### src/rtl/bcd_share_pkg.sv
`default_nettype none
// ============================================================================
//  Module      : bcd_share_pkg
//  Description : Shared defaults, FSM state type and datapath constants for
//                the time-shared binary-to-BCD scheduler.
//  Revision    : 1.0  initial release
// ============================================================================
package bcd_share_pkg;

    localparam int DEFAULT_WIDTH = 10;
    localparam int DEFAULT_NREQ  = 3;

    typedef enum logic [1:0] {
        IDLE  = 2'd0,
        SHIFT = 2'd1,
        DONE  = 2'd2
    } state_t;

    // A BCD column at or above this value must be corrected before doubling.
    localparam logic [3:0] ADD3_THRESH = 4'd5;

endpackage : bcd_share_pkg
`default_nettype wire

### src/rtl/bcd_share_scheduler_rr_arbiter.sv
`default_nettype none
// ============================================================================
//  Module      : rr_arbiter
//  Description : Combinational round-robin picker. Returns the first active
//                request at or after rr_ptr, wrapping at NREQ.
//  Revision    : 1.0  initial release
// ============================================================================
module rr_arbiter
    import bcd_share_pkg::*;
#(
    parameter  int NREQ = DEFAULT_NREQ,
    localparam int IDW  = $clog2(NREQ),
    localparam int CW   = IDW + 1
) (
    input  logic [NREQ-1:0] req,
    input  logic [IDW-1:0]  rr_ptr,
    output logic [NREQ-1:0] sel,
    output logic [IDW-1:0]  sel_idx,
    output logic            any
);

    // Walk the requesters circularly from rr_ptr; the first active one wins.
    always_comb begin
        logic [CW-1:0] cand;
        sel     = '0;
        sel_idx = '0;
        any     = 1'b0;
        cand    = '0;
        for (int off = 0; off < NREQ; off++) begin
            // One spare bit keeps rr_ptr + off exact before the modulo fold.
            cand = {1'b0, rr_ptr} + CW'(off);
            if (cand >= CW'(NREQ)) begin
                cand = cand - CW'(NREQ);
            end
            if (!any && req[cand[IDW-1:0]]) begin
                any                  = 1'b1;
                sel[cand[IDW-1:0]]   = 1'b1;
                sel_idx              = cand[IDW-1:0];
            end
        end
    end

endmodule : rr_arbiter
`default_nettype wire

### src/rtl/bcd_share_scheduler.sv
`default_nettype none
// ============================================================================
//  Module      : bcd_share_scheduler
//  Description : Shares one sequential double-dabble engine between NREQ
//                requesters. Round-robin grant, WIDTH shift cycles, then a
//                one-cycle done pulse with hundreds/tens/ones and the owner.
//  Revision    : 1.0  initial release
// ============================================================================
module bcd_share_scheduler
    import bcd_share_pkg::*;
#(
    parameter  int NREQ  = DEFAULT_NREQ,
    parameter  int WIDTH = DEFAULT_WIDTH,
    localparam int IDW   = $clog2(NREQ)
) (
    input  logic                    clk,
    input  logic                    reset_n,
    input  logic [NREQ-1:0]         req,
    input  logic [NREQ*WIDTH-1:0]   value,
    output logic [NREQ-1:0]         gnt,
    output logic                    busy,
    output logic                    done,
    output logic [IDW-1:0]          result_id,
    output logic [3:0]              hundreds,
    output logic [3:0]              tens,
    output logic [3:0]              ones
);

    localparam int CNTW = (WIDTH > 1) ? $clog2(WIDTH) : 1;
    localparam int SRW  = 12 + WIDTH;

    state_t          state;
    state_t          state_nxt;

    logic [NREQ-1:0] arb_sel;
    logic [IDW-1:0]  arb_idx;
    logic            arb_any;

    logic [IDW-1:0]  rr_ptr;
    logic [IDW-1:0]  grant_idx;
    logic [WIDTH-1:0] operand;
    logic [3:0]      acc_h;
    logic [3:0]      acc_t;
    logic [3:0]      acc_o;
    logic [3:0]      adj_t;
    logic [3:0]      adj_o;
    logic [SRW-1:0]  shifted;
    logic [CNTW-1:0] bit_cnt;
    logic            last_shift;

    rr_arbiter #(
        .NREQ    (NREQ)
    ) u_arb (
        .req     (req),
        .rr_ptr  (rr_ptr),
        .sel     (arb_sel),
        .sel_idx (arb_idx),
        .any     (arb_any)
    );

    assign last_shift = (state == SHIFT) && (bit_cnt == '0);

    // One double-dabble step: correct tens/ones, then shift the whole chain.
    // The hundreds column is left uncorrected so it accumulates value/100 in
    // plain binary; that yields 10 for 1000..1023 instead of spilling into a
    // thousands digit, and is identical to BCD for anything below 1000.
    always_comb begin
        adj_o   = (acc_o >= ADD3_THRESH) ? (acc_o + 4'd3) : acc_o;
        adj_t   = (acc_t >= ADD3_THRESH) ? (acc_t + 4'd3) : acc_t;
        shifted = {acc_h, adj_t, adj_o, operand} << 1;
    end

    // FSM state register.
    always_ff @(posedge clk or negedge reset_n) begin
        if (!reset_n) begin
            state <= IDLE;
        end else begin
            state <= state_nxt;
        end
    end

    // FSM next-state: IDLE grants, SHIFT runs WIDTH steps, DONE lasts a cycle.
    always_comb begin
        state_nxt = state;
        case (state)
            IDLE:    if (arb_any) state_nxt = SHIFT;
            SHIFT:   if (bit_cnt == '0) state_nxt = DONE;
            DONE:    state_nxt = IDLE;
            default: state_nxt = IDLE;
        endcase
    end

    // FSM outputs: the grant is issued in the IDLE cycle that wins arbitration,
    // so busy covers grant cycle, all shift cycles and the done cycle.
    always_comb begin
        gnt  = '0;
        busy = 1'b0;
        done = 1'b0;
        case (state)
            IDLE: begin
                if (reset_n && arb_any) begin
                    gnt  = arb_sel;
                    busy = 1'b1;
                end
            end
            SHIFT:   busy = 1'b1;
            DONE: begin
                busy = 1'b1;
                done = 1'b1;
            end
            default: ;
        endcase
    end

    // Conversion datapath: load on grant, then one shift per SHIFT cycle.
    always_ff @(posedge clk or negedge reset_n) begin
        if (!reset_n) begin
            operand   <= '0;
            acc_h     <= '0;
            acc_t     <= '0;
            acc_o     <= '0;
            bit_cnt   <= '0;
            grant_idx <= '0;
        end else begin
            case (state)
                IDLE: begin
                    if (arb_any) begin
                        operand   <= value[arb_idx*WIDTH +: WIDTH];
                        acc_h     <= '0;
                        acc_t     <= '0;
                        acc_o     <= '0;
                        bit_cnt   <= CNTW'(WIDTH - 1);
                        grant_idx <= arb_idx;
                    end
                end
                SHIFT: begin
                    {acc_h, acc_t, acc_o, operand} <= shifted;
                    bit_cnt <= bit_cnt - 1'b1;
                end
                default: ;
            endcase
        end
    end

    // Result and pointer update on the final shift, so the digits are already
    // stable during the done cycle and hold until the next conversion ends.
    always_ff @(posedge clk or negedge reset_n) begin
        if (!reset_n) begin
            hundreds  <= '0;
            tens      <= '0;
            ones      <= '0;
            result_id <= '0;
            rr_ptr    <= '0;
        end else if (last_shift) begin
            hundreds  <= shifted[SRW-1 -: 4];
            tens      <= shifted[SRW-5 -: 4];
            ones      <= shifted[SRW-9 -: 4];
            result_id <= grant_idx;
            rr_ptr    <= (grant_idx == IDW'(NREQ - 1)) ? '0 : (grant_idx + 1'b1);
        end
    end

endmodule : bcd_share_scheduler
`default_nettype wire

### config.mk
export PLATFORM = sky130hd
export DESIGN_NAME = bcd_share_scheduler
export DESIGN_NICKNAME = d
export VERILOG_FILES = /design/src/rtl/bcd_share_pkg.sv /design/src/rtl/bcd_share_scheduler_rr_arbiter.sv /design/src/rtl/bcd_share_scheduler.sv
export SDC_FILE = /design/constraint.sdc
export NUM_CORES = 1
export LEC_CHECK = 0
export BUFFER_PORTS_ARGS = -buffer_cell sky130_fd_sc_hd__clkbuf_2
export CORE_MARGIN = 3
export CORE_UTILIZATION = 60
export CTS_BUF_LIST = sky130_fd_sc_hd__clkbuf_16
export DETAILED_ROUTE_END_ITERATION = 10
export GPL_TIMING_DRIVEN = 0
export HOLD_SLACK_MARGIN = 0.03
export PLACE_DENSITY = 0.95
export SETUP_SLACK_MARGIN = 0.5
export SYNTH_ARGS = -nofsm -noshare
export SYNTH_HDL_FRONTEND = slang
export SYNTH_SLANG_ARGS = --single-unit
export TNS_END_PERCENT = 10
### constraint.sdc
create_clock -name clk -period 5.1 [get_ports clk]
set_input_delay 0 -clock clk [delete_from_list [all_inputs] [get_ports clk]]
set_output_delay 0 -clock clk [all_outputs]
set_load 0.03 [all_outputs]
Word-level counts from Yosys, hierarchy flattened --
Index checks and enable logic that the tools add are counted.
Word-level totals: output and inout port bits 19, bits in registers 45, bits of input ports 35
Operators by class: reduce and logical (&&, ||, !) cells 16, add/subtract/negate cells 9, order comparisons 11, $mul 1, muxes and demuxes 43, eq/ne operators 5, bitwise operators 2, shift-type cells 1
Operators with widths (count):
- $shiftx 30x7->10 | 1
- $pmux 4 s2 | 3
- $pmux 10 s2 | 1
- $mux 2 | 9
- $mux 4 | 4
- $mux 3 | 5
- $mux 1 | 11
- $mux 10 | 1
- $lt 2x3->1 const B | 3
- $add 4x2->4 const B | 2
- $ge 4x3->1 const B | 2
- $logic_and 1x1->1 | 7
- $bmux 1 s2 | 3
- $demux 1 s2 | 3
- $ge 2x1->1 const B | 3
- $ge 3x2->1 const B | 2
- $or 3x3->3 | 2
- $pmux 3 s2 | 1
- $reduce_and 2->1 | 3
- $sub 2x2->2 const B | 3
- $mul 2x3->5 const B | 1
- $eq 2x2->1 const B | 2
- $logic_not 4->1 | 1
- $pmux 2 s2 | 1
- other kinds (13) | 14

Logic depth before layout (Yosys ltp) --
word-level depth 15, mapped depth 10

Hierarchy --
Synthesis repeated with hierarchy kept, for this count alone.
Second synthesis, totals: cells, all modules 274, area, all modules 2640.0 um^2
By module, submodules not included:
- bcd_share_scheduler | times used 1, area an instance 2358.5 um^2, seq. area each 1126.1 um^2, cells each 233
- rr_arbiter | times used 1, area an instance 281.5 um^2, seq. area each 0.0 um^2, cells each 41

Worst setup path after synthesis --
OpenSTA, ideal clock, no wires.
kind flip-flop to output port, from reg rr_ptr[1], to out gnt[0], required time 5100 ps, setup slack 2753 ps, arrival 2347 ps, cell stages (with the launch flop) 9, path buffers 1, path through dfrtp_1 inv_1 ha_1 buf_6 mux2_2 nor3_1 o21bai_1 a21oi_1 a211oi_1
On the way: cells in the longest elaborated chain, start to end 14
RTL lines:
- start, declared | line bcd_share_scheduler.sv:39 | logic [IDW-1:0] rr_ptr;
- start signal, assigned | line bcd_share_scheduler.sv:159 | rr_ptr <= (grant_idx == IDW'(NREQ - 1)) ? '0 : (grant_idx + 1'b1);
- parallel branches: the longest is 12 deep, another holds $add 2x1->3
- $mux 3 (*) | line bcd_share_scheduler.sv:101 | if (reset_n && arb_any) begin
- $mux 3 (*) | line bcd_share_scheduler.sv:99 | case (state)
- end, declared | line bcd_share_scheduler.sv:20 | output logic [NREQ-1:0] gnt,
Mark *: on every way between the ends. The select of a mux whose other input is x is not followed.

Worst setup path after layout --
from reg rr_ptr[0], to out gnt[0]
The elaborated chain is that of the path after synthesis.

==> metrics.csv <==
metric;value;unit
Clock Latency Late Sink;0.29;ns
full die area;0.00542;sq mm
Comb power frac;0.577;
largest family of logic cells by synthesized area;compound AO/OA/AOI/OAI gates;
Post-Syn Instances;270;
GR Util met3;0.0424;
worst slack, placed;2.57;ns
IO Count;54;
DR iter-0 viols;175;
Tot GR Track Use;0.263;
Via Count;2416;
clock share of power;0.158;
Max clock buf depth;2;
post-synth top area cell;dfrtp_1;
most common cell after layout, fill and taps aside;clkbuf_2;
Worst Path Max Fanout;10;
GRT overflow;0;
met2 GRT Util;0.447;
fraction of synthesized cell area in xor and xnor cells;0.0128;
post-synthesis simple-gate area fraction;0.153;
# diodes;0;
starting density of the core;0.653;
CTS sink count;45;
CP Capture Type;output port;
outcome;finished clean;
Total Wirelength;6750;um
post-CTS sizing;0;
synthesized cell area;0.00275;sq mm
Net Count, Synth;319;
Routability Congestion;0.925;
drt via density;6.31;
H-tree Lvls;2;
Tightest Pin Transition;1.10;ns
dominant synthesized flop cell;dfrtp_1;
die height;73.6;um
number of synthesis warnings;0;
synth top area cells;dfrtp_1 (41%), ha_1 (6.4%), mux2i_1 (4.7%);
EDFF count, synth;0;
initial antenna violation count;0;
Compound-Gate Fraction of Synth Area;0.212;
unrepaired setup endpoints after global routing;no;
post-synthesis register bit count;45;
total of max-cap violations;0;
Rows;23;
Routed Antenna Nets;0;
final hold vios;0;
maximum VDD drop;0.366;mV
Switch Pwr;1.05;mW
critical path class;register to output port;
max_slew headroom;0.269;
Avg WL per Cell;17.6;um
final net count;381;
ratio of cells with drive above 1 in the final layout;0.276;
async set-reset flop share out of synthesis;1.00;
CP peak stage delay;0.42;ns
sw frac;0.457;
Cell Count, Final, Fillers Out;383;
commonest non-fill, non-tap cells in the layout;clkbuf_2 (53), dfrtp_1 (45), nand2_1 (27);
internal power;1.25;mW
Seq pwr share;0.265;
CP max stage cell;dfrtp_1;
largest net degree at the start of global routing;47;
final setup fails;0;
clock root cell;clkbuf_16;
dpl cells;373;
CP startpoint kind;register;
worst setup margin;2.42;ns
Synth top area share;0.410;
GRT busiest layer;met2;
Power Dens Cells;705;mW/mm^2
Worst Clk Skew;0.00489;ns
clk slew on worst S/H paths;0.06;ns
Die X;73.6;um
Synth Area in Adders;0.0638;
post-synthesis cell type count;52;
1st-pass router iterations;5;
Leakage;1.59;nW
Residual DRC;0;
CP required;5.10;ns
synthesized area per cell;10.2;sq um
setup TNS;0;ns
CTS buffer count;5;
vias in the first global route;2348;
critical path arrival;2.68;ns
critical-path cell list;inv_1 -> ha_1 -> clkbuf_4 -> nand2_1 -> a31o_1 -> and3_4 -> nand3b_1 -> a211oi_1 -> clkbuf_2;
Final Max Slew Viols;0;
TritonCTS clock tree;built;
post-synthesis mux area share;0.102;
max frequency;0.372;GHz
Tmin final;2.68;ns
area delta synth->final;18.7;%
first-pass GRT wire length;11000;um
register area share after synthesis;0.410;
IO Port Bufs;53;
Hold WS;0.146;ns
hold crit path type;input port to register;
core box area;0.00420;sq mm
detailed placement HPWL;4650;um
GRT met1 Usage;0.329;
final worst path period share;0.526;
FILL cells;266;
==> power by group through the flow <==
stage | clock [mW] | sequential, mW | combinational, mW
floorplan | 0 | 0.663 | 0.915
global placement | 0 | 0.598 | 1.23
detailed placement | 0 | 0.606 | 1.28
CTS | 0.365 | 0.607 | 1.31
global route | 0.379 | 0.626 | 1.43
finish | 0.364 | 0.609 | 1.33
==> cells by family after synthesis <==
| group | Yosys count |
|---|---|
| and+or+nand+nor | 79 |
| AOI/OAI and AO/OA | 77 |
| DFF | 45 |
| buffers and inverters | 26 |
| muxes | 25 |
| adders and majority gates | 14 |
| xor gates and xnor gates | 4 |
==> layer usage <==
| layer | up-vias | share of wire | wire (um) |
|---|---|---|---|
| li1 | 1112 | - | - |
| met1 | 1162 | 0.40 | 2700 |
| met2 | 115 | 0.51 | 3470 |
| met3 | 27 | 0.054 | 363 |
| met4 | 0 | 0.032 | 213 |
| met5 | - | 0 | 0 |
==> repair_timing <==
| item | 4_1_cts | 5_1_grt |
|---|---|---|
| hold buffers | 2 | 0 |
| buffers inserted | 0 | 0 |
| hold endpoints to repair | 46 | 0 |
==> critical path, delay by kind of cell, from the launching register on <==
family / cells / cell delay [ns]
AO/OA/AOI/OAI: 2 / 0.62
buffers and inverters: 3 / 0.60
AND/OR/NAND/NOR: 3 / 0.57
flip-flops: 1 / 0.42
adder cells (fa/ha/maj): 1 / 0.20
==> metrics by stage <==
step | area (sq um) | utilization | power, mW
finish | 3260 | 0.776 | 2.30
global route | 3260 | 0.776 | 2.44
CTS | 3260 | 0.776 | 2.28
detailed placement | 3070 | 0.731 | 1.89
global placement | 3070 | 0.731 | 1.82
floorplan | 2750 | - | 1.58
==> final timing paths <==
check / slack, ns / cells after the start / from / to
max: 2.42 / 9 / rr_ptr[0]$_DFFE_PN0P_ / gnt[0]
min: 0.15 / 4 / value[10] / operand[0]$_DFFE_PN0P_
max reg2reg: 2.50 / 10 / rr_ptr[0]$_DFFE_PN0P_ / operand[4]$_DFFE_PN0P_
min reg2reg: 0.48 / 2 / tens[1]$_DFFE_PN0P_ / tens[1]$_DFFE_PN0P_
max in group asynchronous: 3.97 / 2 / reset_n / hundreds[3]$_DFFE_PN0P_
min in group asynchronous: 0.45 / 2 / reset_n / hundreds[0]$_DFFE_PN0P_
==> synth_stat cells (2+ instances only) <==
cell	n
a22o_1	3
nand3b_1	2
buf_2	2
ha_1	14
nor3_1	3
a221oi_2	7
nor3b_1	6
a221oi_1	2
a211oi_1	2
nand2b_1	4
o21ai_0	24
buf_6	2
clkbuf_1	5
and3_1	2
mux2i_1	13
o21a_1	3
nor2b_1	5
a221o_1	11
a21oi_1	10
and2_1	3
nor2_1	16
dfrtp_1	45
xnor2_1	3
o31ai_1	4
mux2_2	10
inv_1	14
buf_4	2
and2b_1	2
nand2_1	27
o21ai_1	2
==> area by class of cell <==
class	count	area, sq um	area share
Multi-Input combinational cell	199	1490	0.458
Sequential cell	45	1130	0.345
Timing Repair Buffer	55	285	0.0875
Clock buffer	5	125	0.0384
Buffer	12	73.8	0.0226
Tap cell	50	62.6	0.0192
Inverter	14	52.6	0.0161
Clock inverter	3	41.3	0.0127
==> flip-flops by register name, indices dropped and copies added (netlist names) <==
register	cells
tens	4
grant_idx	2
acc_t	4
state	2
acc_h	3
operand	10
ones	4
rr_ptr	2
bit_cnt	4
result_id	2
hundreds	4
acc_o	4
(Power assumes the default switching activity.)
